`src/rtl/brick_health_map_if.sv`:
```
// Hit-request and redraw handshakes for brick_health_map.
// master = requester / drawing side, slave = the health map itself.
interface brick_health_map_if #(
  parameter int ROW_W    = 3,
  parameter int COL_W    = 4,
  parameter int HEALTH_W = 2
);
  logic                hit_req;
  logic [ROW_W-1:0]    hit_row;
  logic [COL_W-1:0]    hit_col;
  logic                hit_ack;
  logic                hit_valid;

  logic                draw_req;
  logic [ROW_W-1:0]    draw_row;
  logic [COL_W-1:0]    draw_col;
  logic [HEALTH_W-1:0] draw_health;
  logic                draw_ack;

  modport master (
    output hit_req, hit_row, hit_col, draw_ack,
    input  hit_ack, hit_valid, draw_req, draw_row, draw_col, draw_health
  );

  modport slave (
    input  hit_req, hit_row, hit_col, draw_ack,
    output hit_ack, hit_valid, draw_req, draw_row, draw_col, draw_health
  );
endinterface

```
`src/rtl/brick_health_map.sv`:
```
// Per-brick health store: initialises the field, services hits, requests redraws.
// Optional macro BRICK_PATTERN_EN: row r starts at max(1, INIT_HEALTH-r) instead of INIT_HEALTH.
module brick_health_map #(
  parameter int ROWS        = 4,
  parameter int COLS        = 8,
  parameter int ROW_W       = 3,
  parameter int COL_W       = 4,
  parameter int HEALTH_W    = 2,
  parameter int INIT_HEALTH = 3
) (
  input  logic                clk,
  input  logic                resetn,
  brick_health_map_if.slave   bus,
  output logic                game_write,
  input  logic [ROW_W-1:0]    query_row,
  input  logic [COL_W-1:0]    query_col,
  output logic [HEALTH_W-1:0] query_health,
  output logic [9:0]          total_health,
  output logic                ready
);

  localparam int N      = ROWS * COLS;
  localparam int ADDR_W = (N > 1) ? $clog2(N) : 1;
  localparam int CNT_W  = $clog2(N + 1);

  typedef enum logic [1:0] {ST_INIT, ST_IDLE, ST_HIT, ST_DRAW} state_t;

  state_t state, state_nxt;

  logic [HEALTH_W-1:0] bricks [N];
  logic [CNT_W-1:0]    init_cnt;
  logic [HEALTH_W-1:0] init_val;
  logic [ROW_W-1:0]    lat_row;
  logic [COL_W-1:0]    lat_col;

  function automatic logic in_range(input logic [ROW_W-1:0] r, input logic [COL_W-1:0] c);
    return (int'(r) < ROWS) && (int'(c) < COLS);
  endfunction

  function automatic logic [ADDR_W-1:0] to_addr(input logic [ROW_W-1:0] r,
                                                input logic [COL_W-1:0] c);
    return ADDR_W'(int'(r) * COLS + int'(c));
  endfunction

  logic                hit_in_range, hit_ok;
  logic [ADDR_W-1:0]   hit_addr;
  logic [HEALTH_W-1:0] hit_cur;
  logic                q_in_range;
  logic [ADDR_W-1:0]   q_addr;

  assign hit_in_range = in_range(lat_row, lat_col);
  assign hit_addr     = to_addr(lat_row, lat_col);
  assign hit_cur      = bricks[hit_addr];
  assign hit_ok       = hit_in_range && (hit_cur != '0);
  assign q_in_range   = in_range(query_row, query_col);
  assign q_addr       = to_addr(query_row, query_col);

`ifdef BRICK_PATTERN_EN
  // Row/column of the brick being initialised; only the row shapes the pattern.
  logic [ROW_W-1:0] init_row;
  logic [COL_W-1:0] init_col;

  always_ff @(posedge clk or negedge resetn) begin
    if (!resetn) begin
      init_row <= '0;
      init_col <= '0;
    end else if (state == ST_INIT && int'(init_cnt) < N) begin
      if (int'(init_col) == COLS - 1) begin
        init_col <= '0;
        init_row <= init_row + ROW_W'(1);
      end else begin
        init_col <= init_col + COL_W'(1);
      end
    end
  end

  assign init_val = (int'(init_row) >= INIT_HEALTH - 1) ? HEALTH_W'(1)
                                                        : HEALTH_W'(INIT_HEALTH - int'(init_row));
`else
  assign init_val = HEALTH_W'(INIT_HEALTH);
`endif

  // State register
  always_ff @(posedge clk or negedge resetn) begin
    if (!resetn) state <= ST_INIT;
    else         state <= state_nxt;
  end

  // Next-state logic
  always_comb begin
    state_nxt = state;
    unique case (state)
      ST_INIT: if (int'(init_cnt) == N) state_nxt = ST_IDLE;
      ST_IDLE: if (bus.hit_req) state_nxt = ST_HIT;
      ST_HIT:  state_nxt = hit_ok ? ST_DRAW : ST_IDLE;
      ST_DRAW: if (bus.draw_req && bus.draw_ack) state_nxt = ST_IDLE;
      default: state_nxt = ST_INIT;
    endcase
  end

  // Output / datapath control
  logic                mem_we, init_step, latch_en, hit_done, draw_load;
  logic [ADDR_W-1:0]   mem_addr;
  logic [HEALTH_W-1:0] mem_wdata;

  always_comb begin
    // NOTE: every comb output gets a default first so no path leaves it unassigned (no latch).
    mem_we    = 1'b0;
    mem_addr  = hit_addr;
    mem_wdata = hit_cur - HEALTH_W'(1);
    init_step = 1'b0;
    latch_en  = 1'b0;
    hit_done  = 1'b0;
    draw_load = 1'b0;
    unique case (state)
      ST_INIT: begin
        if (int'(init_cnt) < N) begin
          mem_we    = 1'b1;
          mem_addr  = ADDR_W'(init_cnt);
          mem_wdata = init_val;
          init_step = 1'b1;
        end
      end
      ST_IDLE: latch_en = bus.hit_req;
      ST_HIT: begin
        hit_done = 1'b1;
        if (hit_ok) begin
          mem_we    = 1'b1;
          draw_load = 1'b1;
        end
      end
      default: ;
    endcase
  end

  always_ff @(posedge clk or negedge resetn) begin
    if (!resetn) begin
      // NOTE: the brick array is reset explicitly so a mid-game reset restores a clean field.
      for (int i = 0; i < N; i++) bricks[i] <= '0;
      init_cnt        <= '0;
      total_health    <= '0;
      ready           <= 1'b0;
      lat_row         <= '0;
      lat_col         <= '0;
      bus.hit_ack     <= 1'b0;
      bus.hit_valid   <= 1'b0;
      game_write      <= 1'b0;
      bus.draw_req    <= 1'b0;
      bus.draw_row    <= '0;
      bus.draw_col    <= '0;
      bus.draw_health <= '0;
      query_health    <= '0;
    end else begin
      // NOTE: sequential state uses non-blocking assignments so every register sees pre-edge values.
      if (mem_we) bricks[mem_addr] <= mem_wdata;
      if (init_step) begin
        init_cnt     <= init_cnt + CNT_W'(1);
        total_health <= total_health + 10'(init_val);
      end
      if (state == ST_INIT && int'(init_cnt) == N) ready <= 1'b1;
      if (latch_en) begin
        lat_row <= bus.hit_row;
        lat_col <= bus.hit_col;
      end
      bus.hit_ack   <= hit_done;
      bus.hit_valid <= hit_done && hit_ok;
      game_write    <= hit_done && hit_ok;
      // Rises one cycle into DRAW, drops the cycle after draw_ack is seen with it high.
      bus.draw_req  <= (state == ST_DRAW) && !(bus.draw_req && bus.draw_ack);
      if (draw_load) begin
        bus.draw_row    <= lat_row;
        bus.draw_col    <= lat_col;
        bus.draw_health <= mem_wdata;
      end
      // A hit write landing this edge is forwarded so the query never sees stale health.
      if (!q_in_range)                        query_health <= '0;
      else if (draw_load && hit_addr == q_addr) query_health <= mem_wdata;
      else                                    query_health <= bricks[q_addr];
    end
  end

endmodule

```
`src/flat_wrapper.sv`:
```
// flat-port wrapper written by rule: the top's interface ports become plain ports
module brick_health_map_flat 
#(
  parameter int ROWS        = 4,
  parameter int COLS        = 8,
  parameter int ROW_W       = 3,
  parameter int COL_W       = 4,
  parameter int HEALTH_W    = 2,
  parameter int INIT_HEALTH = 3
)
  (clk, resetn, game_write, query_row, query_col, query_health, total_health, ready, bus_hit_req, bus_hit_row, bus_hit_col, bus_draw_ack, bus_hit_ack, bus_hit_valid, bus_draw_req, bus_draw_row, bus_draw_col, bus_draw_health);
  brick_health_map_if #(.ROW_W(ROW_W), .COL_W(COL_W), .HEALTH_W(HEALTH_W)) bus_i ();
  input  logic clk;
  input  logic resetn;
  output logic game_write;
  input  logic [ROW_W-1:0] query_row;
  input  logic [COL_W-1:0] query_col;
  output logic [HEALTH_W-1:0] query_health;
  output logic [9:0] total_health;
  output logic ready;
  input wire logic [$bits(bus_i.hit_req)-1:0] bus_hit_req;
  input wire logic [$bits(bus_i.hit_row)-1:0] bus_hit_row;
  input wire logic [$bits(bus_i.hit_col)-1:0] bus_hit_col;
  input wire logic [$bits(bus_i.draw_ack)-1:0] bus_draw_ack;
  output wire logic [$bits(bus_i.hit_ack)-1:0] bus_hit_ack;
  output wire logic [$bits(bus_i.hit_valid)-1:0] bus_hit_valid;
  output wire logic [$bits(bus_i.draw_req)-1:0] bus_draw_req;
  output wire logic [$bits(bus_i.draw_row)-1:0] bus_draw_row;
  output wire logic [$bits(bus_i.draw_col)-1:0] bus_draw_col;
  output wire logic [$bits(bus_i.draw_health)-1:0] bus_draw_health;
  assign bus_i.hit_req = bus_hit_req;
  assign bus_i.hit_row = bus_hit_row;
  assign bus_i.hit_col = bus_hit_col;
  assign bus_i.draw_ack = bus_draw_ack;
  assign bus_hit_ack = bus_i.hit_ack;
  assign bus_hit_valid = bus_i.hit_valid;
  assign bus_draw_req = bus_i.draw_req;
  assign bus_draw_row = bus_i.draw_row;
  assign bus_draw_col = bus_i.draw_col;
  assign bus_draw_health = bus_i.draw_health;
  brick_health_map #(.ROWS(ROWS), .COLS(COLS), .ROW_W(ROW_W), .COL_W(COL_W), .HEALTH_W(HEALTH_W), .INIT_HEALTH(INIT_HEALTH)) u_core (.clk(clk), .resetn(resetn), .bus(bus_i), .game_write(game_write), .query_row(query_row), .query_col(query_col), .query_health(query_health), .total_health(total_health), .ready(ready));
endmodule
```
`config.mk`:
```
export PLATFORM = sky130hd
export DESIGN_NAME = brick_health_map_flat
export DESIGN_NICKNAME = d
export VERILOG_FILES = /design/src/rtl/brick_health_map_if.sv /design/src/rtl/brick_health_map.sv /design/src/flat_wrapper.sv
export SDC_FILE = /design/constraint.sdc
export NUM_CORES = 1
export LEC_CHECK = 0
export ABC_AREA = 1
export CELL_PAD_IN_SITES_DETAIL_PLACEMENT = 0
export CELL_PAD_IN_SITES_GLOBAL_PLACEMENT = 2
export CORE_MARGIN = 2
export CORE_UTILIZATION = 35
export CTS_BUF_LIST = sky130_fd_sc_hd__clkbuf_2
export CTS_CLUSTER_SIZE = 16
export DETAILED_ROUTE_END_ITERATION = 16
export PLACE_DENSITY = 0.78
export SLEW_MARGIN = 30
export SYNTH_ARGS = -nofsm -noshare
export SYNTH_HDL_FRONTEND = slang
export SYNTH_SLANG_ARGS = --single-unit
```
`constraint.sdc`:
```
create_clock -name clk -period 6.75 [get_ports clk]
set_input_delay 1.35 -clock clk [delete_from_list [all_inputs] [get_ports clk]]
set_output_delay 1.35 -clock clk [all_outputs]
set_load 0.03 [all_outputs]
```
==> results of run 1 <==
## area by class of cell
type / count / share of cell area, %
multi-input combinational: 559 / 42.68
sequential: 104 / 39.94
timing repair buffer: 48 / 7.200
tap: 220 / 4.224
inverter: 62 / 3.610
clock inverter: 6 / 1.498
clock buffer: 10 / 0.7680
antenna: 2 / 0.07680
## cells in the final DEF (no fill, tap or decap), types with 6 or more instances in the layout
| master | Yosys | layout |
|---|---|---|
| clkbuf_2 | 0 | 10 |
| nand3_1 | 75 | 75 |
| clkdlybuf4s50_1 | 0 | 42 |
| a21oi_1 | 47 | 47 |
| ha_1 | 10 | 10 |
| nor2_2 | 10 | 10 |
| inv_1 | 54 | 53 |
| o21ai_0 | 82 | 82 |
| xor2_1 | 11 | 11 |
| nor2_1 | 56 | 56 |
| nand2_1 | 217 | 217 |
| o21ai_1 | 10 | 10 |
| inv_2 | 6 | 6 |
| o211ai_1 | 7 | 7 |
| dfrtp_1 | 104 | 104 |
## where the power goes
| group | internal (mW) | switching (mW) | leakage [nW] |
|---|---|---|---|
| registers | 0.879 | 0.234 | 1.32 |
| logic | 0.560 | 1.41 | 1.56 |
| clock network | 0.132 | 0.238 | 0.0895 |
## cells in the mapped netlist (all sizes together)
cell type,number
clkbuf,11
dfrtp,104
nand3,84
o211ai,7
nor3,5
o21ai,94
mux2,4
or2,1
inv,61
xor2,11
nand2,219
nor4,1
a22o,1
nor2,67
a21oi,48
xnor2,6
clkinv,1
ha,10
o21bai,1
buf,25
## critical path, stage by stage (launching register included)
cell     delay (ns)
dfrtp_1        0.86
inv_2          0.44
o21ai_0        0.17
a21oi_1        0.05
a21oi_1        0.19
o21ai_0        0.15
nand3_1        0.12
nand2_1        0.07
ha_1           0.18
nor2_1         0.10
nand2_1        0.31
nand2_1        0.24
nand3_1        0.65
nor2_1         0.43
inv_1          0.07
nand2_1        0.07
nand2_1        0.05
## registers in the layout (all words and copies together) (netlist names), 2 cells and up
signal                  cells
u_core.lat_col              4
u_core.state                2
u_core.init_cnt             6
u_core.bus.draw_health      2
u_core.query_health         2
u_core.bricks              64
u_core.total_health        10
u_core.bus.draw_col         4
u_core.lat_row              3
u_core.bus.draw_row         3
## per-stage QoR
stage	instances	instance area, um^2	total power, mW	hold WS [ns]	util (%)
2_1_floorplan	761	5807	2.419	0.4520	-
3_3_place_gp	993	6360	3.104	0.4570	38.76
3_5_place_dp	993	6360	3.113	0.4691	38.76
4_1_cts	1009	6507	3.491	0.5159	39.66
5_1_grt	1011	6516	3.744	0.5112	39.72
6_report	1011	6516	3.454	0.5160	39.72
## metal layers
| metal | up-vias | global-route usage (%) | routed length (um) |
|---|---|---|---|
| met4 | 0 | 6.452 | 360 |
| met1 | 2481 | 30.90 | 8664 |
| li1 | 2515 | - | - |
| met3 | 23 | 3.602 | 839 |
| met2 | 155 | 31.81 | 7801 |
| met5 | - | 0 | 0 |
## path summary, 6_finish.rpt
| kind | to | slack (ns) | cells past startpoint |
|---|---|---|---|
| max reg2reg | u_core.bricks[18] | 2.53 | 16 |
| min in group asynchronous | u_core.bus.draw_col[3] | 0.59 | 1 |
| min | u_core.total_health[8] | 0.52 | 1 |
| max | u_core.bricks[18] | 2.53 | 16 |
| min reg2reg | u_core.total_health[8] | 0.52 | 1 |
| max in group asynchronous | u_core.bricks[46] | 5.12 | 2 |
## cell families (layout without fill, tap and decap cells)
logic type,Yosys count,count (layout),share of synthesized area [%]
compound gates,151,151,13.88
other cells,0,2,0
flops,104,104,44.82
buf+inv,98,126,7.283
mux,4,4,0.7756
simple gates,377,377,28.40
xor+xnor,17,17,2.693
fa+ha+maj,10,10,2.155
==> metrics.txt, run 1 <==
largest net degree at the start of global routing 67; Crit. End Element flip-flop; Peak supply drop 0.0002905 V; Residual DRC 0; pre-CTS setup slack 2.530 ns; fraction of layout cells with a size suffix above 1 7.478%; # IOs 44; Lkg Pwr 2.974 nW; H-tree depth 3; clk_lat worst skew 0.65 ns; Core Box Area 0.01641 mm^2; #FFs+latches synth 104; via/cell ratio 5.118; final net count around 800; final wirelength 17.67 mm; dpl hpwl between 10 and 15 mm; Die Height 132.8 um; status complete, no violations; CP startpoint u_core.lat_col[1]; CTS Root Cell clkbuf_2; slew margin rel. a little under 40%; TNS Setup 0 ns; Synth area leader dfrtp_1; Sink Count 104; clock buffer depth 2; DRT Pass-1 Iters 5; pwr/cell area approximately 530 mW/mm^2; number of global-route vias before repair 5,037; 1st-iter DRT viols 327; Max Cap Violations 0; Fin. Hold Viols 0; cts bufs inserted 9; worst clock skew 0.04145 ns; area of the multi-input gates 0.002781 mm^2; Die Area about 0.018 mm^2; initial antenna violation count 2; post-CTS setup buffers 0; Yosys warning total 0; Overflow after GRT 0; I/O Buffers 43; Worst Path Required 7.34 ns; Fmax 237.2 MHz; overall global routing resource usage 21.07%; Worst EP arrival between 4 and 5 ns; clock-pin slew on the worst setup and hold paths 0.32 ns; Slew Limit Fails 0; unrepaired setup endpoints after global routing no; syn nets 789; Die Width around 130 um; worst r2r src u_core.lat_col[1]; Final Cycle Share between 60 and 70%; Post-DRT Antenna Nets 0; post-synth cell types 35; Hold Startpoint u_core.total_health[8]; first-pass GRT wire length 28.76 mm; cells after synthesis 761; Initial Utilization between 30 and 40%; storage element area 0.002603 mm^2; Worst Hold Class flip-flop to flip-flop; cts hold-fix bufs 0; Worst Setup Start Kind flip-flop; Final Critical Period 4.216 ns; CTS tree yes; Layout area overhead 12.22%; Avg Cell Area, Syn about 7.6 um^2; fillcell total 1,705; WL per Instance 17.47 um; Yosys top cell area share 44.82%; post-CTS sizing 0; top cells by area, synth dfrtp_1, nand2_1, o21ai_0, nand3_1, a21oi_1; FP Rows between 40 and 50; register area share after synthesis 44.82%; Setup-failing EPs final 0; Final WS setup between 2 and 3 ns; Crit Path Max Fanout 26; Tightest Pin Transition a little over 0.9 ns; routed via count 5,174; Cell Area, Synth just under 0.006 mm^2; Final GP Congestion 0.8199; critical path class flip-flop to flip-flop
Power figures use the tool's default switching activity.
==> run 2: changes to the inputs <==
--- a/config.mk
+++ b/config.mk
@@ -9,11 +9,11 @@
 export CELL_PAD_IN_SITES_DETAIL_PLACEMENT = 0
 export CELL_PAD_IN_SITES_GLOBAL_PLACEMENT = 2
 export CORE_MARGIN = 2
-export CORE_UTILIZATION = 35
+export CORE_UTILIZATION = 32
 export CTS_BUF_LIST = sky130_fd_sc_hd__clkbuf_2
 export CTS_CLUSTER_SIZE = 16
 export DETAILED_ROUTE_END_ITERATION = 16
-export PLACE_DENSITY = 0.78
+export PLACE_DENSITY = 0.75
 export SLEW_MARGIN = 30
 export SYNTH_ARGS = -nofsm -noshare
 export SYNTH_HDL_FRONTEND = slang
==> constraint.sdc (replaced) <==
create_clock -name clk -period 3.7 [get_ports clk]
set_input_delay 0.74 -clock clk [delete_from_list [all_inputs] [get_ports clk]]
set_output_delay 0.74 -clock clk [all_outputs]
set_load 0.03 [all_outputs]
==> run 2 against run 1 <==
Net effect: maximum frequency up 35%; setup slack lost 2.0 ns; sequential share of layout area shrank 0.22 points; critical endpoint is now u_core.bricks[23]; largest cell class unchanged; largest power group unchanged; highest routed layer unchanged.
==> metrics.txt, run 2 (synthesized netlist as in run 1, its figures left out) <==
Layout area overhead 12.84% (was 12.22%); grt peak-use layer met2 (unchanged); I/O Buffers 43 (unchanged); most used cell, CP nand2_1 (unchanged); Crit path largest cell delay 0.45 ns (was 0.86 ns); Worst Setup Start Kind flip-flop (unchanged); Overflow after GRT 0 (unchanged); Fin. Hold Viols 0 (unchanged); met3 Usage GRT 3.073% (was 3.602%); first-pass GRT wire length 29.54 mm (was 28.76 mm); Inst Count DP 1,012 (was 993); cts bufs inserted 9 (unchanged); worst r2r path cells 18 (was 16); final cell count without fillers 1,030 (was 1,011); met1 usage 27.07% (was 30.90%); Sink Count 104 (unchanged); Setup-failing EPs final 0 (unchanged); max reg flops 64 (unchanged); Residual DRC 0 (unchanged); worst clock skew 0.02752 ns (was 0.04145 ns); worst r2r src u_core.lat_col[1] (unchanged); Post-DRT Antenna Nets 0 (unchanged); CTS Root Cell clkbuf_2 (unchanged); most flop-heavy register u_core.bricks (unchanged); Final Cycle Share 84.56% (was 62.45%); critical path class flip-flop to flip-flop (unchanged); pwr/cell area 955.4 mW/mm^2 (was 530.1 mW/mm^2); clk_lat worst skew 0.64 ns (was 0.65 ns); Power, Total 6.260 mW (was 3.454 mW); biggest regs u_core.bricks x64, u_core.total_health x10, u_core.init_cnt x6 (unchanged); Peak supply drop 0.0008580 V (was 0.0002905 V); final wirelength 18.65 mm (was 17.67 mm); 1st-iter DRT viols 413 (was 327); Core Box Area 0.01790 mm^2 (was 0.01641 mm^2); Crit. End Element flip-flop (unchanged); post-CTS sizing 0 (unchanged); Final Critical Period 3.129 ns (was 4.216 ns); final hold slack 0.1544 ns (was 0.5160 ns); Lkg Pwr 2.997 nW (was 2.974 nW); TNS Setup 0 ns (unchanged); status complete, no violations (unchanged); DRT Pass-1 Iters 5 (unchanged); Max Cap Violations 0 (unchanged); unrepaired setup endpoints after global routing no (unchanged); Final GP Congestion 0.8524 (was 0.8199); routed via count 5,228 (was 5,174); slack of the worst reg-to-reg path 0.57 ns (was 2.53 ns); met2 usage 32.39% (was 31.81%); Worst Hold Class primary input to async pin (was flip-flop to flip-flop); CP startpoint u_core.lat_col[1] (unchanged); slowest stage cell, crit path dfrtp_1 (unchanged); largest net degree at the start of global routing 64 (was 67); initial antenna violation count 2 (unchanged); WL per Instance 18.11 um (was 17.47 um); # IOs 44 (unchanged); Critical Path, Cell by Cell inv_2 > a21oi_1 > a21oi_1 > o21ai_0 > nand3_1 > nand2_1 > ha_1 > nor2_1 > nand2_1 > nand2_1 > inv_1 > or2_1 > nor2_2 > inv_2 > nor2_1 > inv_1 > nand2_1 > o21ai_0 (was inv_2 > o21ai_0 > a21oi_1 > a21oi_1 > o21ai_0 > nand3_1 > nand2_1 > ha_1 > nor2_1 > nand2_1 > nand2_1 > nand3_1 > nor2_1 > inv_1 > nand2_1 > nand2_1); worst reg2reg path endpoint u_core.bricks[23] (was u_core.bricks[18]); Initial Utilization 32.44% (was 35.39%); Die Width 138.7 um (was 132.8 um); final net count 822 (was 812); most frequent cells in the layout nand2_1, dfrtp_1, o21ai_0, nand3_1, nor2_1 (unchanged); CTS tree yes (unchanged); slew margin rel. 41.70% (was 38.80%); Crit Path Max Fanout 26 (unchanged); Die Area 0.01924 mm^2 (was 0.01764 mm^2); post-route core utilization 36.60% (was 39.72%); number of global-route vias before repair 5,159 (was 5,037); FP Rows 49 (was 47); Tightest Pin Transition 0.8746 ns (was 0.9169 ns); overall global routing resource usage 19.68% (was 21.07%); post-CTS setup buffers 0 (unchanged); clock-pin slew on the worst setup and hold paths 0.31 ns (was 0.32 ns); Fmax 319.6 MHz (was 237.2 MHz); dpl hpwl 12.42 mm (was 11.97 mm); H-tree depth 3 (unchanged); Critical Path Sink u_core.bricks[23] (was u_core.bricks[18]); clock buffer depth 2 (unchanged); Worst EP arrival 3.66 ns (was 4.80 ns); fraction of layout cells with a size suffix above 1 8.511% (was 7.478%); Worst Path Required 4.23 ns (was 7.34 ns); via/cell ratio 5.076 (was 5.118); commonest non-fill, non-tap cell in the layout nand2_1 (unchanged); cts hold-fix bufs 0 (unchanged); Die Height 138.7 um (was 132.8 um); Slew Limit Fails 0 (unchanged)
-- run 2: cell types whose count changed in the layout (fill, tap and decap cells not counted) --
cell and delta:
buf_4 +11, inv_6 -3, bufinv_16 -2, clkinv_4 +2, buf_6 -1, clkbuf_2 -1
clkinv_2 +1, clkinvlp_4 +1, inv_1 +1, inv_8 +1
-- run 2: worst max-delay path: cells and delay by family, from the launching register on --
| family | cells | cell delay (ns) |
|---|---|---|
| compound gates | 4 | 0.60 |
| fa+ha+maj | 1 | 0.17 |
| buf+inv | 4 | 0.74 |
| flops | 1 | 0.45 |
| simple gates | 9 | 1.03 |
-- run 2: cell type report --
| cell class | count | area [um^2] |
|---|---|---|
| inverter | 62 | 235.2 |
| antenna | 2 | 5.005 |
| multi-input combinational | 559 | 2781 |
| sequential | 104 | 2603 |
| fill | 1887 | 11350 |
| clock inverter | 7 | 56.30 |
| timing repair buffer | 58 | 540.5 |
| clock buffer | 9 | 45.04 |
| tap | 229 | 286.5 |
-- run 2: how the worst min path moves through the flow --
stage | depth (start not counted) | endpoint
after global placement | 1 | u_core.ready
after floorplan | 0 | u_core.bricks[0]
after CTS | 1 | u_core.bus.draw_row[1]
final | 1 | u_core.bus.draw_col[3]
after detailed placement | 2 | u_core.init_cnt[5]
after global routing | 1 | u_core.bus.draw_col[3]
-- run 2: where the power goes --
part | switching, mW | internal (mW)
clock network | 0.431 | 0.0987
registers | 0.362 | 1.60
logic | 2.69 | 1.08
-- run 2: per-stage QoR --
stage | setup WS [ns] | instance area, um^2
floorplan | 0.9900 | 5807
global placement | 0.6757 | 6446
detailed placement | 0.6186 | 6446
CTS | 0.5643 | 6548
global route | 0.2637 | 6553
finish | 0.5711 | 6553
-- run 2: metal layers --
layer,part of all wire (%),up-vias
met5,0,-
met4,1.8,0
met3,3.8,19
met2,47,119
met1,47,2545
li1,-,2545
==> run 3: changes to the inputs <==
==> constraint.sdc (replaced) <==
create_clock -name clk -period 2.75 [get_ports clk]
set_input_delay 0.55 -clock clk [delete_from_list [all_inputs] [get_ports clk]]
set_output_delay 0.55 -clock clk [all_outputs]
set_load 0.03 [all_outputs]
==> run 3 against run 2 <==
Net effect: the flow now finishes with violations (negative setup slack); sequential power is 35% higher; cell area is 13% higher; maximum frequency is 8.1% higher; global-route usage is 0.19 points higher; clock power is 44% higher; clock-buffer cell count stayed put; first-iteration DRC count is 5.3% higher; die area stayed put; via count is 4.7% higher; hold slack better by 0.20 ns; critical path type unchanged; critical endpoint is now u_core.bricks[31]; largest cell class unchanged.
==> metrics.txt, run 3 (synthesized netlist as in run 1, its figures left out) <==
status finished with violations (was complete, no violations); failing checks negative setup slack; fraction of layout cells with a size suffix above 1 18.79% (was 8.511%); Crit. End Element flip-flop (unchanged); pwr/cell area 1348 mW/mm^2 (was 955.4 mW/mm^2); Worst EP arrival 3.47 ns (was 3.66 ns); FP Rows 49 (unchanged); Setup-failing EPs final 31 (was 0); Peak supply drop 0.0007368 V (was 0.0008580 V); dpl hpwl 12.92 mm (was 12.42 mm); Fmax 345.4 MHz (was 319.6 MHz); Residual DRC 0 (unchanged); Sink Count 104 (unchanged); H-tree depth 3 (unchanged); clock buffer depth 2 (unchanged); # IOs 44 (unchanged); storage element area 0.002603 mm^2 (unchanged); final cell count without fillers 1,077 (was 1,030); Inst Count DP 1,039 (was 1,012); Final GP Congestion 0.8704 (was 0.8524); Die Area 0.01924 mm^2 (unchanged); Overflow after GRT 0 (unchanged); fillcell total 1,868 (was 1,887); most frequent cells in the layout nand2_1, dfrtp_1, nand3_1, o21ai_0, inv_1 (was nand2_1, dfrtp_1, o21ai_0, nand3_1, nor2_1); biggest regs u_core.bricks x64, u_core.total_health x10, u_core.init_cnt x6 (unchanged); Die Height 138.7 um (unchanged); final hold slack 0.3573 ns (was 0.1544 ns); DRT Pass-1 Iters 6 (was 5); Lkg Pwr 3.348 nW (was 2.997 nW); Core Box Area 0.01790 mm^2 (unchanged); routed via count 5,475 (was 5,228); most flop-heavy register u_core.bricks (unchanged); area of the multi-input gates 0.003045 mm^2 (was 0.002781 mm^2); Final WS setup -0.1450 ns (was 0.5711 ns); Worst Path Required 3.33 ns (was 4.23 ns); initial antenna violation count 1 (was 2); Max Cap Violations 0 (unchanged); overall global routing resource usage 19.87% (was 19.68%); Final Cycle Share 105.3% (was 84.56%); CTS tree yes (unchanged); Slew Limit Fails 0 (unchanged); final net count 870 (was 822); Layout area overhead 28.01% (was 12.84%); Worst Setup Start Kind flip-flop (unchanged); critical path class flip-flop to flip-flop (unchanged); cts bufs inserted 9 (unchanged); number of global-route vias before repair 5,333 (was 5,159); 1st-iter DRT viols 435 (was 413); CTS Root Cell clkbuf_2 (unchanged); Initial Utilization 32.44% (unchanged); unrepaired setup endpoints after global routing yes (was no); clk_lat worst skew 0.65 ns (was 0.64 ns); Post-DRT Antenna Nets 0 (unchanged); first-pass GRT wire length 29.83 mm (was 29.54 mm); via/cell ratio 5.084 (was 5.076); worst r2r path cells 22 (was 18); clock-pin slew on the worst setup and hold paths 0.29 ns (was 0.31 ns); Fin. Hold Viols 0 (unchanged); max reg flops 64 (unchanged); worst clock skew 0.04048 ns (was 0.02752 ns); largest net degree at the start of global routing 50 (was 64); Final Critical Period 2.895 ns (was 3.129 ns); slew margin rel. 62.94% (was 41.70%); Crit Path Max Fanout 7 (was 26); Tightest Pin Transition 0.5519 ns (was 0.8746 ns); WL per Instance 17.62 um (was 18.11 um); I/O Buffers 43 (unchanged); Die Width 138.7 um (unchanged); final wirelength 18.98 mm (was 18.65 mm); Worst Hold Class primary input to async pin (unchanged); commonest non-fill, non-tap cell in the layout nand2_1 (unchanged)
run 3: critical path: stages, from the launching register on:
cell	delay [ns]
dfrtp_1	0.49
clkinv_4	0.14
buf_16	0.14
buf_2	0.16
nand2_1	0.07
nand3_1	0.08
nand3_1	0.08
nand2_1	0.07
nand2_1	0.08
nand3_2	0.07
nand2_1	0.06
ha_2	0.17
nor2_1	0.08
nand2_1	0.07
nand2_1	0.08
inv_1	0.05
or2_4	0.24
nor2_4	0.11
clkinv_4	0.13
buf_6	0.16
nor2_4	0.13
nor2_2	0.05
a21oi_2	0.10
run 3: per-layer routing:
metal	vias to the layer above	track usage, %	part of all wire (%)
met3	40	2.521	4.3
met2	156	31.19	46
met5	-	0	0
met4	0	8.825	2.7
met1	2636	27.66	47
li1	2643	-	-
run 3: repair_timing:
item | 4_1_cts | 5_1_grt
endpoints found under the setup margin | 54 | 66
pin swaps | 10 | 14
setup buffers | 7 | 10
hold buffers | 1 | 0
hold endpoints to repair | 35 | 0
resized for setup | 48 | 77
cloned | 3 | 1
run 3: final timing paths:
check                                          to  slack (ns)                   start
max reg2reg                     u_core.bricks[31]       -0.14       u_core.lat_col[0]
max in group asynchronous       u_core.bricks[37]        1.69                  resetn
max                             u_core.bricks[31]       -0.14       u_core.lat_col[0]
min reg2reg                u_core.total_health[8]        0.52  u_core.total_health[8]
min in group clk              u_core.bus.draw_req        0.44            bus_draw_ack
min                        u_core.bus.draw_row[2]        0.36                  resetn
run 3: per-stage QoR:
| stage | utilization (%) | instance area (um^2) | power, mW | worst slack (ns) | TNS [ns] |
|---|---|---|---|---|---|
| global route | 41.52 | 7433 | 10.74 | -0.3394 | -11.44 |
| CTS | 39.78 | 7122 | 9.536 | -0.07754 | -0.3592 |
| global placement | 37.49 | 6711 | 8.193 | -0.08398 | -1.412 |
| finish | 41.52 | 7433 | 10.02 | -0.1450 | -2.338 |
| floorplan | - | 5807 | 5.938 | 0.04001 | 0 |
| detailed placement | 37.49 | 6711 | 8.236 | -0.1607 | -2.403 |
run 3: final cells by class:
cell class	instances	area share [%]
inverters	62	3.299
well taps	229	3.855
repair buffers	106	15.28
clock buffers	9	0.6060
diodes	2	0.06733
multi-input cells	559	40.97
clock inverters	6	0.9089
flip-flops and latches	104	35.01
run 3: report_power, final:
group,internal (mW),leakage (nW),switching [mW],total (mW)
clock network,0.210,0.0664,0.552,0.762
logic,2.42,1.96,4.19,6.61
registers,2.16,1.32,0.494,2.65
